==> src/rtl/mic1_mem_arbiter.sv <==
// Arbitrates MIC-1 word (read/write) and byte-fetch requests onto a narrow
// 8-bit multiplexed bus: two address beats, then 1 (fetch) or 4 (word) data beats.
module mic1_mem_arbiter (
    input  logic        clk,
    input  logic        rst,
    input  logic        word_rd,
    input  logic        word_wr,
    input  logic [13:0] mar,
    input  logic [31:0] mdr_wdata,
    input  logic        fetch_req,
    input  logic [15:0] pc,
    output logic [31:0] mdr_rdata,
    output logic        word_done,
    output logic [7:0]  mbr,
    output logic        fetch_done,
    output logic        busy,
    output logic        err,
    output logic [1:0]  bus_cmd,
    output logic [7:0]  bus_out,
    output logic        bus_oe,
    input  logic [7:0]  bus_in,
    input  logic        bus_ack
);
    typedef enum logic [1:0] {IDLE, AHI, ALO, DATA} state_t;

    state_t      state, state_nx;
    logic        pend_w, pend_wr, pend_f, rr_f;
    logic        cur_word, cur_wr;
    logic [15:0] addr;
    logic [31:0] wdata;
    logic [1:0]  beat;
    logic        want_w, want_wr, want_f, grant_w, grant_f, last_beat, word_active;
    logic [7:0]  wr_byte;

    // A pending request or a fresh pulse this cycle both compete in IDLE.
    assign want_w      = pend_w | word_rd | word_wr;
    assign want_wr     = pend_w ? pend_wr : word_wr;
    assign want_f      = pend_f | fetch_req;
    assign grant_w     = (state == IDLE) & want_w & ~(want_f & rr_f);
    assign grant_f     = (state == IDLE) & want_f & ~grant_w;
    assign last_beat   = cur_word ? (beat == 2'd3) : 1'b1;
    assign word_active = (state != IDLE) & cur_word;
    assign busy        = pend_w | pend_f | (state != IDLE);

    always_comb begin
        case (beat)
            2'd0:    wr_byte = wdata[31:24];
            2'd1:    wr_byte = wdata[23:16];
            2'd2:    wr_byte = wdata[15:8];
            default: wr_byte = wdata[7:0];
        endcase
    end

    always_ff @(posedge clk or posedge rst) begin
        if (rst) state <= IDLE;
        else     state <= state_nx;
    end

    always_comb begin
        state_nx = state;
        bus_cmd  = 2'b00;
        bus_out  = 8'h00;
        bus_oe   = 1'b0;
        case (state)
            IDLE: if (grant_w | grant_f) state_nx = AHI;
            AHI: begin
                bus_cmd = 2'b01;
                bus_out = addr[15:8];
                bus_oe  = 1'b1;
                if (bus_ack) state_nx = ALO;
            end
            ALO: begin
                bus_cmd = 2'b01;
                bus_out = addr[7:0];
                bus_oe  = 1'b1;
                if (bus_ack) state_nx = DATA;
            end
            default: begin
                bus_cmd = cur_wr ? 2'b11 : 2'b10;
                bus_out = cur_wr ? wr_byte : 8'h00;
                bus_oe  = cur_wr;
                if (bus_ack && last_beat) state_nx = IDLE;
            end
        endcase
    end

    always_ff @(posedge clk or posedge rst) begin
        if (rst) begin
            pend_w     <= 1'b0;
            pend_wr    <= 1'b0;
            pend_f     <= 1'b0;
            rr_f       <= 1'b0;
            cur_word   <= 1'b0;
            cur_wr     <= 1'b0;
            addr       <= 16'h0;
            wdata      <= 32'h0;
            beat       <= 2'd0;
            mdr_rdata  <= 32'h0;
            mbr        <= 8'h0;
            word_done  <= 1'b0;
            fetch_done <= 1'b0;
            err        <= 1'b0;
        end else begin
            err        <= word_rd & word_wr;
            word_done  <= (state == DATA) & bus_ack & last_beat & cur_word;
            fetch_done <= (state == DATA) & bus_ack & last_beat & ~cur_word;

            // Repeats while the same requester is pending or in service are dropped.
            if (grant_w) pend_w <= 1'b0;
            else if ((word_rd | word_wr) & ~pend_w & ~word_active) begin
                pend_w  <= 1'b1;
                pend_wr <= word_wr;
            end
            if (grant_f) pend_f <= 1'b0;
            else if (fetch_req & ~pend_f & ~((state != IDLE) & ~cur_word)) pend_f <= 1'b1;

            if (grant_w | grant_f) begin
                addr     <= grant_w ? {mar, 2'b00} : pc;
                cur_word <= grant_w;
                cur_wr   <= grant_w & want_wr;
                rr_f     <= grant_w;
                beat     <= 2'd0;
                if (grant_w) wdata <= mdr_wdata;
            end

            if (state == DATA && bus_ack) begin
                beat <= beat + 2'd1;
                if (!cur_wr) begin
                    if (!cur_word) mbr <= bus_in;
                    else case (beat)
                        2'd0:    mdr_rdata[31:24] <= bus_in;
                        2'd1:    mdr_rdata[23:16] <= bus_in;
                        2'd2:    mdr_rdata[15:8]  <= bus_in;
                        default: mdr_rdata[7:0]   <= bus_in;
                    endcase
                end
            end
        end
    end
endmodule

==> config.mk <==
export PLATFORM = sky130hd
export DESIGN_NAME = mic1_mem_arbiter
export DESIGN_NICKNAME = d
export VERILOG_FILES = /design/src/rtl/mic1_mem_arbiter.sv
export SDC_FILE = /design/constraint.sdc
export NUM_CORES = 1
export LEC_CHECK = 0
export ABC_AREA = 1
export CAP_MARGIN = 10
export CORE_UTILIZATION = 40
export DETAILED_ROUTE_END_ITERATION = 12
export GPL_TIMING_DRIVEN = 0
export PLACE_DENSITY_LB_ADDON = 0.3
export SLEW_MARGIN = 20
export SYNTH_ARGS = -nofsm -noshare
export SYNTH_HDL_FRONTEND = slang
export SYNTH_SLANG_ARGS = --single-unit
==> constraint.sdc <==
create_clock -name clk -period 10.5 [get_ports clk]
set_clock_uncertainty 0.2 [all_clocks]
set_input_delay 2.1 -clock clk [delete_from_list [all_inputs] [get_ports clk]]
set_output_delay 2.1 -clock clk [all_outputs]
set_load 0.03 [all_outputs]
=== Yosys cells after proc, flatten, opt, wreduce, memory -nomap -nowiden ===
Cells that the tools add are included.

* Reductions and logical operators: 19
* $add $sub $neg: 1
* Multiplexer cells: 20
* Equality and inequality tests: 9
* Bitwise logic cells: 33

{| class="wikitable"
|+ Operators with widths
! kind !! number
|-
| $pmux W8 S3 || 2
|-
| $reduce_and A4 Y1 || 5
|-
| $and A1 B1 Y1 || 17
|-
| $mux W16 || 1
|-
| $mux W2 || 6
|-
| $not A1 Y1 || 9
|-
| $eq A2 B2 Y1 const B || 4
|-
| $mux W8 || 1
|-
| $reduce_bool A2 Y1 || 4
|-
| $mux W1 || 7
|-
| $or A1 B1 Y1 || 7
|-
| $pmux W2 S3 || 1
|-
| $eq A2 B1 Y1 const B || 2
|-
| $logic_not A2 Y1 || 2
|-
| $ne A2 B2 Y1 const B || 2
|-
| $pmux W2 S2 || 1
|-
| $reduce_and A2 Y1 || 2
|-
| $reduce_bool A4 Y1 || 1
|-
| $reduce_and A3 Y1 || 1
|-
| $reduce_or A3 Y1 || 1
|-
| $add A2 B1 Y2 const B || 1
|-
| $logic_and A1 B1 Y1 || 2
|-
| $ne A2 B1 Y1 const B || 1
|-
| $pmux W1 S2 || 1
|-
| $reduce_or A2 Y1 || 1
|}

* Input port bits: 76
* Output and inout bits: 55
* Word-level logic and storage cells: 99
* Register bits after elaboration: 100

=== Depth between registers and ports, before layout ===
Gate-level depths: netlist of the first run.

* Depth after elaboration: 9
* Depth in mapped cells: 9
* Gate-level depth less buffers: 8

=== Least setup slack after synthesis of the first run ===
OpenSTA, ideal clock, no wires.

* Path type: flip-flop to output port
* Start: reg state[0]
* End: out bus_cmd[0]
* Cell stages (with the launch flop): 6
* Slack: 6.607 ns
* Buffers on the path: 1
* Data arrival time: 1.593 ns
* Data required time: 8.200 ns
* Path through: dfrtp_1 > ha_1 > clkinv_1 > nand2_1 > nand2_1 > buf_4

* Longest elaborated chain between the ends: 3
* Elaborated cells on any way between the ends: 5
* Classes of those cells: 2 x eq/ne; 1 x mux; 2 x reduce/logical

{| class="wikitable"
|+ RTL lines
! what !! line !! source
|-
| start: declaration || 26 || <nowiki>state_t state, state_nx;</nowiki>
|-
| start signal: assignment || 56 || <nowiki>else state <= state_nx;</nowiki>
|-
| $eq A2 B2 Y1 or $eq A2 B1 Y1 (tied branches) || 64 || <nowiki>case (state)</nowiki>
|-
| $reduce_or A2 Y1 (no source line) || n/a ||
|-
| $pmux W2 S2 (*) || 64 ||
|-
| end: declaration || 18 || <nowiki>output logic [1:0] bus_cmd,</nowiki>
|}

Every way passes the cells marked *; elsewhere a longest branch is shown, timed or not.

=== Final worst setup path of the first run ===
* Start: reg state[0]
* End: out bus_out[3]

* Longest elaborated chain between the ends: 2
* Elaborated cells on any way between the ends: 4
* Classes of those cells: 2 x eq/ne; 1 x mux; 1 x reduce/logical

{| class="wikitable"
|+ RTL lines
! what !! line !! source
|-
| $eq A2 B2 Y1 (tied with other cells) || 64 ||
|-
| $pmux W8 S3 (*) || 64 ||
|-
| end: declaration || 19 || <nowiki>output logic [7:0] bus_out,</nowiki>
|}

Marks and branches as above.

==> impl_metrics.toml, run 1 <==
[status]
status = "finished clean"

[place]
dp_cells = 830
dp_hpwl_um = 9210
place_congestion = 0.817
io_buffer_count = 130

[job]
cap_viol_max_count = 0

[floorplan]
ios = 131
row_count = 39
die_area_mm2 = 0.0123
die_w_um = 111
die_y_um = 111
core_mm2 = 0.0115
initial_core_util_pct = 41.3

[detailed_routing]
drc = 0
wire_per_inst_um = 15.1
vias = 4177
drtIter0Drc = 153
routed_wl_um = 12700
ant_nets = 0
via_per_inst = 4.94
first_pass_iters = 4

[worst_setup_path]
worstPathRequired_ns = 8.20
startpoint_type = "flop"
cp-end-kind = "output pin"
path_max_fanout = 10
cp.arrival_ns = 2.56
worstSetupPathType = "reg2out"

[logic_synthesis]
synth_top_area_share_pct = 52.9
synth_cell_types = 25
synthFlopType = "dfrtp_1"
synth_area_per_cell_um2 = 8.51
ys_warn_count = 0
yosysTopAreaCell = "dfrtp_1"
synth_most_common_cell = "nand2_1"
syn_inst = 556
synth_area_leaders = "dfrtp_1 53%, nand2_1 17%, nand3_1 5.2%"
synth.ff_latch_count = 100
syn-num-nets = 642
synthTopCellsByCount = "219 x nand2_1, 100 x dfrtp_1, 49 x nand3_1, 38 x inv_1, 24 x o21ai_1"
synth_edf_count = 0
synth_area_mm2 = 0.00473
async_flop_share_pct = 100
yosysSeqAreaShare_pct = 52.9

[final_layout]
drive_above_1_share_pct = 8.97
area_delta_synth_final_pct = 37.4
num-nets-final = 784
post-route-util_pct = 56.7
antenna-diode-count = 0
nFillCells = 1023
fin_cells = 845

[power_and_ir_drop]
powerDensity_mw_per_mm2 = 279
power.leakage_nw = 3.20
peakVddDrop_mv = 0.151

[sta]
max_slew_margin_pct = 63.6
slew_viol_final = 0
final-hold-violation-count = 0
period_share_pct = 46.3
worstMarginPinSlew_ns = 0.546
tns_ns = 0
finalSetupViolations = 0
fmax_mhz = 206
grt_setup_unrepaired = "no"
min_period_ns = 4.86

[cts]
clk_path_buf_depth = 2
cts_resized = 0
cts_sinks = 100
h-tree-depth = 3
cts_tree = "yes"
clock-root-buffer = "clkbuf_16"
numCtsBuffers = 9
postCtsSetupBuffers = 0
clk_latency_ns = 0.34
cts_hold_buf = 0
clk_pin_slew_ns = 0.06

[global_routing]
use_met3_pct = 8.47
overflow = 0
grt-busiest-layer = "met2"
grt_max_degree = 61
grt_first_pass_wirelength_um = 21200
grt_usage_pct = 21.8
use_met2_pct = 36.4
grt_use_met1_pct = 25.9
grt_pass1_vias = 4380
antenna_found_initial = 0

[hold_path]
hold_class = "reg2reg"
==> state kept, by name (all words and copies together) (netlist names) <==
signal / cells
state: 2
addr: 16
fetch_done: 1
mbr: 8
pend_f: 1
wdata: 32
word_done: 1
cur_word: 1
beat: 2
pend_wr: 1
pend_w: 1
cur_wr: 1
mdr_rdata: 32
err: 1
==> layer usage <==
metal	wire length [um]	vias to the layer above
met5	0	-
li1	-	2045
met3	1080	12
met4	171	0
met1	5270	1974
met2	6220	146
==> worst paths after layout <==
kind	startpoint	endpoint	slack (ns)	cells past startpoint
max	state[0]$_DFFE_PP0P_	bus_out[3]	5.64	7
min	wdata[27]$_DFFE_PP0P_	wdata[27]$_DFFE_PP0P_	0.28	2
max reg2reg	state[0]$_DFFE_PP0P_	state[1]$_DFFE_PP0P_	8.56	9
min reg2reg	wdata[27]$_DFFE_PP0P_	wdata[27]$_DFFE_PP0P_	0.28	2
max in group asynchronous	rst	wdata[9]$_DFFE_PP0P_	7.56	3
min in group asynchronous	rst	mdr_rdata[6]$_DFFE_PP0P_	1.93	2
==> cells in the final DEF, fill, tap and decap left out, drive strengths merged <==
cell type	count
nand2	225
clkdlybuf4s50	130
dfrtp	100
nand3	54
o21ai	49
inv	42
buf	23
nor2	20
a21oi	14
clkbuf	13
ha	10
a22o	8
nand4	7
clkinv	4
clkinvlp	2
nor3	1
==> final cells by class <==
type                    instances  area [um^2]  share of cell area [%]
repair buffers                131         1330                    20.4
clock buffers                  10          229                    3.52
flip-flops and latches        100         2500                    38.5
multi-input cells             388         1880                    28.9
inverters                      43          166                    2.56
plain buffers                  25          190                    2.92
clock inverters                 5         30.0                   0.462
well taps                     143          179                    2.75
==> critical path, stage by stage (launching register included) <==
cell	delay, ns
dfrtp_1	0.44
inv_1	0.11
ha_1	0.14
clkbuf_1	0.42
a22o_1	0.26
nand2_1	0.10
nand2_1	0.09
clkdlybuf4s50_1	0.67
==> where the power goes <==
group	switching (mW)	total (mW)	internal (mW)
Clock	0.141	0.300	0.158
Combinational	0.553	0.896	0.344
Sequential	0.0859	0.617	0.531
==> metrics by stage <==
step / power (mW) / hold WS, ns / setup WS (ns) / cell area (um^2)
2_1_floorplan: 1.20 / 0.249 / 5.58 / 4730
3_3_place_gp: 1.49 / 0.262 / 4.10 / 6210
3_5_place_dp: 1.51 / 0.265 / 6.05 / 6240
4_1_cts: 1.82 / 0.283 / 5.67 / 6500
5_1_grt: 1.94 / 0.296 / 5.58 / 6500
6_report: 1.81 / 0.282 / 5.64 / 6500
==> cells by family after synthesis <==
group	share of synthesized area [%]
AND/OR/NAND/NOR	28.3
adder cells (fa/ha/maj)	2.64
buffers and inverters	7.43
AO/OA/AOI/OAI	8.78
flip-flops	52.9
Note: power is estimated with default switching activity, not from simulation.
==> run 2, diff against run 1 <==
==> constraint.sdc (replaced) <==
create_clock -name clk -period 4.8 [get_ports clk]
set_clock_uncertainty 0.2 [all_clocks]
set_input_delay 0.96 -clock clk [delete_from_list [all_inputs] [get_ports clk]]
set_output_delay 0.96 -clock clk [all_outputs]
set_load 0.03 [all_outputs]
==> results of run 2 <==
Same layout as run 1 (identical final DEF). Status: finished clean.
Among the figures that moved: setup slack after placement 6.05 ns -> 1.49 ns; setup slack after layout 5.64 ns -> 1.08 ns; register-to-register setup slack 8.56 ns -> 2.86 ns; total power 1.81 mW -> 3.97 mW; worst IR drop on VDD 0.151 mV -> 0.331 mV
